**src/rtl/permute_control_if.sv**
```systemverilog
// Valid/ready block handshake with a last-block marker.
// Used for both the absorb (load -> controller) and squeeze (controller -> dump) sides.
interface permute_control_if;
    logic valid;
    logic ready;
    logic last;

    modport master (output valid, output last, input ready);
    modport slave  (input valid, input last, output ready);
endinterface

```
**src/rtl/permute_control.sv**
```systemverilog
// Sequencing FSM for the Keccak permute datapath: absorb blocks, run rounds, squeeze blocks.
// Latency: 24 cycles from block accept (round 0 folded into the accept cycle) to dst valid.
// Backpressure: src ready only in IDLE/WAIT_BLOCK; FSM holds in SQUEEZE until dst ready.
module permute_control #(
    parameter int NUM_ROUNDS = 24
) (
    input  logic              clk,
    input  logic              rst,
    permute_control_if.slave  src,
    permute_control_if.master dst,
    output logic              busy,
    input  logic              round_start,
    input  logic              round_done,
    input  logic              last_output_block,
    output logic              copy_control_data,
    output logic              absorb_enable,
    output logic              round_en,
    output logic              round_count_load,
    output logic              output_size_count_en,
    output logic              state_reset
);

    typedef enum logic [2:0] {
        IDLE         = 3'd0,
        PERM_ABSORB  = 3'd1,
        WAIT_BLOCK   = 3'd2,
        SQUEEZE      = 3'd3,
        PERM_SQUEEZE = 3'd4
    } state_t;

    // Round termination comes from the datapath counter; round_start is status only.
    localparam int unused_num_rounds = NUM_ROUNDS;
    logic unused_round_start;
    assign unused_round_start = round_start;

    state_t state;
    state_t state_nxt;
    logic   last_in_q;
    logic   last_in_nxt;
    logic   src_rdy;
    logic   dst_vld;
    logic   accept;
    logic   emit;

    // Ready is gated by reset so nothing is accepted while rst is low.
    assign src_rdy = rst & ((state == IDLE) | (state == WAIT_BLOCK));
    assign dst_vld = (state == SQUEEZE);
    assign accept  = src.valid & src_rdy;
    assign emit    = dst_vld & dst.ready;

    assign src.ready = src_rdy;
    assign dst.valid = dst_vld;
    assign dst.last  = dst_vld & last_output_block;
    assign busy      = (state != IDLE);

    always_ff @(posedge clk or negedge rst) begin
        if (!rst) begin
            state     <= IDLE;
            last_in_q <= 1'b0;
        end else begin
            state     <= state_nxt;
            last_in_q <= last_in_nxt;
        end
    end

    always_comb begin
        state_nxt   = state;
        last_in_nxt = last_in_q;
        case (state)
            IDLE, WAIT_BLOCK: begin
                if (accept) begin
                    last_in_nxt = src.last;
                    state_nxt   = PERM_ABSORB;
                end
            end
            PERM_ABSORB: begin
                if (round_done) begin
                    state_nxt = last_in_q ? SQUEEZE : WAIT_BLOCK;
                end
            end
            SQUEEZE: begin
                if (emit) begin
                    state_nxt = last_output_block ? IDLE : PERM_SQUEEZE;
                end
            end
            PERM_SQUEEZE: begin
                if (round_done) begin
                    state_nxt = SQUEEZE;
                end
            end
            default: state_nxt = IDLE;
        endcase
    end

    always_comb begin
        copy_control_data    = 1'b0;
        absorb_enable        = 1'b0;
        round_en             = 1'b0;
        round_count_load     = 1'b0;
        output_size_count_en = 1'b0;
        state_reset          = 1'b0;
        case (state)
            IDLE: begin
                round_count_load = rst;
                state_reset      = ~rst | ~src.valid;
                if (accept) begin
                    copy_control_data = 1'b1;
                    absorb_enable     = 1'b1;
                    round_en          = 1'b1;
                end
            end
            PERM_ABSORB: begin
                round_en = 1'b1;
            end
            WAIT_BLOCK: begin
                // Mode and output size stay fixed for the whole message.
                if (accept) begin
                    absorb_enable = 1'b1;
                    round_en      = 1'b1;
                end
            end
            SQUEEZE: begin
                if (emit) begin
                    output_size_count_en = 1'b1;
                    round_en             = ~last_output_block;
                end
            end
            PERM_SQUEEZE: begin
                round_en = 1'b1;
            end
            default: begin
                state_reset = 1'b1;
            end
        endcase
    end

endmodule
```
**src/flat_wrapper.sv**
```systemverilog
// flat-port wrapper written by rule: the top's interface ports become plain ports
module permute_control_flat 
#(
    parameter int NUM_ROUNDS = 24
)
  (clk, rst, busy, round_start, round_done, last_output_block, copy_control_data, absorb_enable, round_en, round_count_load, output_size_count_en, state_reset, src_valid, src_last, src_ready, dst_valid, dst_last, dst_ready);
  permute_control_if src_i ();
  permute_control_if dst_i ();
  input  logic clk;
  input  logic rst;
  output logic busy;
  input  logic round_start;
  input  logic round_done;
  input  logic last_output_block;
  output logic copy_control_data;
  output logic absorb_enable;
  output logic round_en;
  output logic round_count_load;
  output logic output_size_count_en;
  output logic state_reset;
  input wire logic [$bits(src_i.valid)-1:0] src_valid;
  input wire logic [$bits(src_i.last)-1:0] src_last;
  output wire logic [$bits(src_i.ready)-1:0] src_ready;
  output wire logic [$bits(dst_i.valid)-1:0] dst_valid;
  output wire logic [$bits(dst_i.last)-1:0] dst_last;
  input wire logic [$bits(dst_i.ready)-1:0] dst_ready;
  assign src_i.valid = src_valid;
  assign src_i.last = src_last;
  assign src_ready = src_i.ready;
  assign dst_valid = dst_i.valid;
  assign dst_last = dst_i.last;
  assign dst_i.ready = dst_ready;
  permute_control #(.NUM_ROUNDS(NUM_ROUNDS)) u_core (.clk(clk), .rst(rst), .src(src_i), .dst(dst_i), .busy(busy), .round_start(round_start), .round_done(round_done), .last_output_block(last_output_block), .copy_control_data(copy_control_data), .absorb_enable(absorb_enable), .round_en(round_en), .round_count_load(round_count_load), .output_size_count_en(output_size_count_en), .state_reset(state_reset));
endmodule
```
**config.mk**
```make
export PLATFORM = sky130hd
export DESIGN_NAME = permute_control_flat
export DESIGN_NICKNAME = d
export VERILOG_FILES = /design/src/rtl/permute_control_if.sv /design/src/rtl/permute_control.sv /design/src/flat_wrapper.sv
export SDC_FILE = /design/constraint.sdc
export NUM_CORES = 1
export LEC_CHECK = 0
export BUFFER_PORTS_ARGS = -buffer_cell sky130_fd_sc_hd__buf_4
export CAP_MARGIN = 0
export CORE_AREA = 2 2 39 41
export DETAILED_ROUTE_END_ITERATION = 7
export DIE_AREA = 0 0 41 43
export GPL_TIMING_DRIVEN = 0
export PLACE_DENSITY = 0.5
export SLEW_MARGIN = 20
export SYNTH_ARGS = -nofsm -noshare
export SYNTH_HDL_FRONTEND = slang
export SYNTH_SLANG_ARGS = --single-unit
```
**constraint.sdc**
```tcl
create_clock -name clk -period 1.1 [get_ports clk]
set_input_delay 0.165 -clock clk [delete_from_list [all_inputs] [get_ports clk]]
set_output_delay 0.165 -clock clk [all_outputs]
set_load 0.02 [all_outputs]
```
* Word-level counts from Yosys, hierarchy flattened
Index checks and enable logic that the tools add are counted.
** Storage, ports and cells
- Word-level logic and storage cells :: 42
- Bits of input ports :: 8
- Register bits :: 4
** Operators by class
- Bitwise logic cells :: 9
- Reduce and logical (&&, ||, !) cells :: 7
- Eq/ne operators :: 8
- Multiplexer cells :: 16
** Operators by type and width (number)
- 3-bit 2-to-1 mux :: 5
- 3-bit one-hot mux with 4 select lines :: 1
- 1-bit 2-to-1 mux :: 8
- 3-bit by 2-bit == test with 1-bit output, second input constant :: 2
- 2-bit inequality test, second input constant :: 3
- 1-bit bitwise AND :: 4
- 4-bit AND reduction :: 1
- 2-bit OR reduction :: 2
- 4-bit OR reduction :: 1
- 3-bit by 1-bit == test with 1-bit output, second input constant :: 1
- 3-bit == test, second input constant :: 1
- 3-bit zero test :: 1
- 1-bit inverter :: 3
- 1-bit one-hot mux with 3 select lines :: 1
- 3-bit nonzero test :: 1
- 2-bit by 1-bit inequality test with 1-bit output, second input constant :: 1
- 1-bit bitwise OR :: 2
- 1-bit one-hot mux with 2 select lines :: 1
- 2-bit AND reduction :: 1

* Logic depth before layout (Yosys ltp)
- Depth after elaboration :: 6
- Gate-level depth with buffers :: 4
- Gate-level depth less buffers :: 3

* Worst setup path after synthesis
OpenSTA, ideal clock, no wires.
- Path type :: register to output
- From :: register u_core.state[2]
- To :: output round_en
- Buffers on the path :: 2
- Setup slack :: -0.358 ns
- Stages on the path, launching flop included :: 4
- Arrival :: 1.293 ns
- Cell sequence :: dfrtp_1 > buf_4 > buf_2 > a221oi_1
** Between the ends
- Cells in the longest elaborated chain, start to end :: 6
- Elaborated cells on any way between the ends :: 14
- Classes of those cells :: eq/ne (4); mux (3); bitwise (4); reduce/logical (3)
** RTL lines
- start: declaration :: RTL line permute_control.sv:36 : state_t state;
- start signal: assignment :: RTL line permute_control.sv:61 : state <= state_nxt;
- 3-bit by 2-bit == test with 1-bit output / 3-bit zero test (equally long branches) :: RTL line permute_control.sv:46, permute_control.sv:102
- 1-bit bitwise OR :: RTL line permute_control.sv:46 : assign src_rdy = rst & ((state == IDLE) | (state == WAIT_BLOCK));
- 1-bit bitwise AND :: RTL line permute_control.sv:46
- 1-bit bitwise AND :: RTL line permute_control.sv:48 : assign accept = src.valid & src_rdy;
- 1-bit 2-to-1 mux :: RTL line permute_control.sv:106, permute_control.sv:117
- 1-bit one-hot mux with 3 select lines * :: RTL line permute_control.sv:102 : case (state)
- end: declaration :: RTL line flat_wrapper.sv:17 : output logic round_en;
Mark *: on every way between the ends. The rest lies on a longest branch, timed or not.

* Worst setup path in the final report
- From :: register u_core.state[2]
- To :: output round_count_load
** Between the ends
- Cells in the longest elaborated chain, start to end :: 2
** RTL lines
- 3-bit zero test :: RTL line permute_control.sv:102
- 1-bit 2-to-1 mux :: RTL line permute_control.sv:102
- end: declaration :: RTL line flat_wrapper.sv:18 : output logic round_count_load;
No other way between the ends.

==> impl_metrics.yaml <==
floorplanning:
  core_um2: 1380
  die_area_um2: 1760
  num_rows: 14
  die_x_um: 41
  die_y_um: 43
  boundaryPins: 18
  start_util_pct: 25.7
detailed_routing:
  wl_met2_um: 624
  wl_met3_um: 51
  wirelength_um: 1120
  met1_length_um: 428
  dr.pass1.iters: 4
  highest_layer: "met4"
  drc: 0
  drt_iter0_drc: 5
  routedWlPerCell_um: 12.6
  via_count: 441
  antenna_left: 0
  routed_via_density: 4.96
pwr:
  power.density_nw_per_um2: 2520
  ir_worst_vdd_v: 0.00115
  p_leak_nw: 0.360
setup_path:
  slowest_delay_ns: 0.44
  cp_max_fo: 4
  worstPathRequired_ns: 0.94
  worstPathCellList: "or3_4, nor2_4, buf_6"
  cp-start-kind: "flop"
  path_buf_inv: 1
  crit_type: "reg -> out"
  cp_top_family: "simple AND/OR/NAND/NOR gates"
  cp_slowest_cell: "dfrtp_2"
  critPathCaptureType: "output port"
  worstPathArrival_ns: 1.35
synthesis:
  synth_edf_count: 0
  seq_area_frac_synth_pct: 28.2
  netlist_instances: 41
  synth_ff_type: "dfrtp_1"
  yosysUniqueCellTypes: 25
  syn_area_um2: 355
  synth_top_area_share_pct: 28.2
  synth_area_per_cell_um2: 8.67
  ys_async_sr_fraction_pct: 100
  yosys-top-cells-count: "dfrtp_1, nor2_1, nand2_1, o21ai_0"
  yosys-top-cells-area: "dfrtp_1, mux2_2, a221oi_1, nor3_4, o21ai_0"
  synth_warnings: 0
  ys_ff_latch: 4
  synthesis.nets: 49
  synth_top_area_cell: "dfrtp_1"
placed_design:
  dp_hpwl_um: 657
  io_buffers: 16
  globalplace.congestion: 0.679
  dp_cells: 73
grt:
  overflow: 0
  grt_max_degree: 9
  grt_pass1_wl_um: 1880
  antenna_found_initial: 0
  grt_use_total_pct: 15.9
  grt_pass1_vias: 438
layout:
  synthToLayoutAreaGrowth_pct: 126
  final_nets: 83
  n_fill_cell: 130
  finish.utilization_pct: 58.0
  final_cells: 89
  drive_above_1_share_pct: 72.6
  antennaDiodeCount: 0
timing:
  slew_headroom_pct: 79.3
  clock_skew_ns: 0.00324
  setup_violations: 13
  hold_viol_final: 0
  period_needed_ns: 1.51
  worst_pin_slew_ns: 0.308
  slew_violations: 0
  rsz0062_at_grt: "true"
  fin_crit_sh_pct: 137
  fmax_ghz: 0.661
  fin_ws_ns: -0.412
clocking:
  clock-sinks: 4
  cts.reportedPaths.clkPinSlew_ns: 0.04
  tritoncts: "done"
  clk_path_buf_depth: 2
  cts_max_level: 1
  clkLatencyLatePin_ns: 0.23
  root_buffer: "clkbuf_4"
  tritoncts.num_buffers: 3
job:
  max_cap_viol_count: 0
status:
  status: "finished, violations left"
  failed_checks: "negative setup slack"
hold_path:
  hold_path.class: "in -> reg"
==> final cells by class <==
class	count	area, um2	share of cell area, %
tap	16	20.0	2.50
inverter	2	7.51	0.936
sequential	4	103	12.8
clock buffer	3	22.5	2.81
timing repair buffer	31	288	35.9
buffer	2	31.3	3.90
multi-input combinational	31	330	41.2
==> worst paths after layout <==
path	from	end	slack [ns]	depth (start not counted)
max	u_core.state[2]$_DFFE_PN0P_	round_count_load	-0.41	3
min	src_last	u_core.last_in_q$_DFFE_PN0P_	0.16	2
max reg2reg	u_core.state[0]$_DFFE_PN0P_	u_core.last_in_q$_DFFE_PN0P_	-0.24	5
min reg2reg	u_core.last_in_q$_DFFE_PN0P_	u_core.last_in_q$_DFFE_PN0P_	0.52	1
max in group asynchronous	rst	u_core.state[1]$_DFFE_PN0P_	0.58	2
min in group asynchronous	rst	u_core.last_in_q$_DFFE_PN0P_	0.33	2
==> power by group <==
part           internal, W  switching, W  total (W)
Sequential        0.000211     0.0000635   0.000275
Clock             0.000122     0.0000612   0.000183
Combinational     0.000867      0.000695    0.00156
Total              0.00120      0.000819    0.00202
==> per-layer routing <==
layer | GRT usage, % | vias up
met5 | 0 | -
met2 | 25.9 | 14
li1 | - | 211
met4 | 6.00 | 0
met3 | 3.14 | 2
met1 | 19.6 | 214
==> cells in the final DEF (no fill, tap or decap), types with 3 or more instances in the layout <==
cell      count
buf_6        15
buf_4        16
nor2_4        3
clkbuf_4      3
nor3_4        3
==> through the flow <==
step | setup slack, ns | setup TNS [ns] | hold slack, ns | power [W] | cell area, um2
2_1_floorplan | -0.157 | -0.664 | -0.131 | 0.00108 | 447
3_3_place_gp | -0.269 | -1.24 | -0.0247 | 0.00138 | 587
3_5_place_dp | -0.281 | -1.25 | -0.0232 | 0.00137 | 587
4_1_cts | -0.449 | -3.93 | 0.155 | 0.00203 | 806
5_1_grt | -0.460 | -4.33 | 0.155 | 0.00216 | 802
6_report | -0.412 | -3.64 | 0.159 | 0.00202 | 802
==> state kept, by name, summed over array words and instances, names as in the netlist <==
register / count
u_core.last_in_q: 1
u_core.state: 3
==> kinds of logic (layout without fill, tap and decap cells) <==
family          after synthesis  in the layout  share of synthesized area, %
flops                         4              4                          28.2
compound gates                9              9                          17.6
simple gates                 19             19                          34.2
buf+inv                       6             38                          10.9
mux                           3              3                          9.15
==> timing repair <==
| item | in CTS | in global routing |
|---|---|---|
| endpoints found under the setup margin | 12 | 14 |
| endpoints found under the hold margin | 4 | 0 |
| setup buffers | 14 | 0 |
| gates resized for setup | 20 | 5 |
| hold buffers | 1 | 0 |
| pin swaps | 5 | 4 |
No activity file was read; power rests on OpenSTA's default activity.
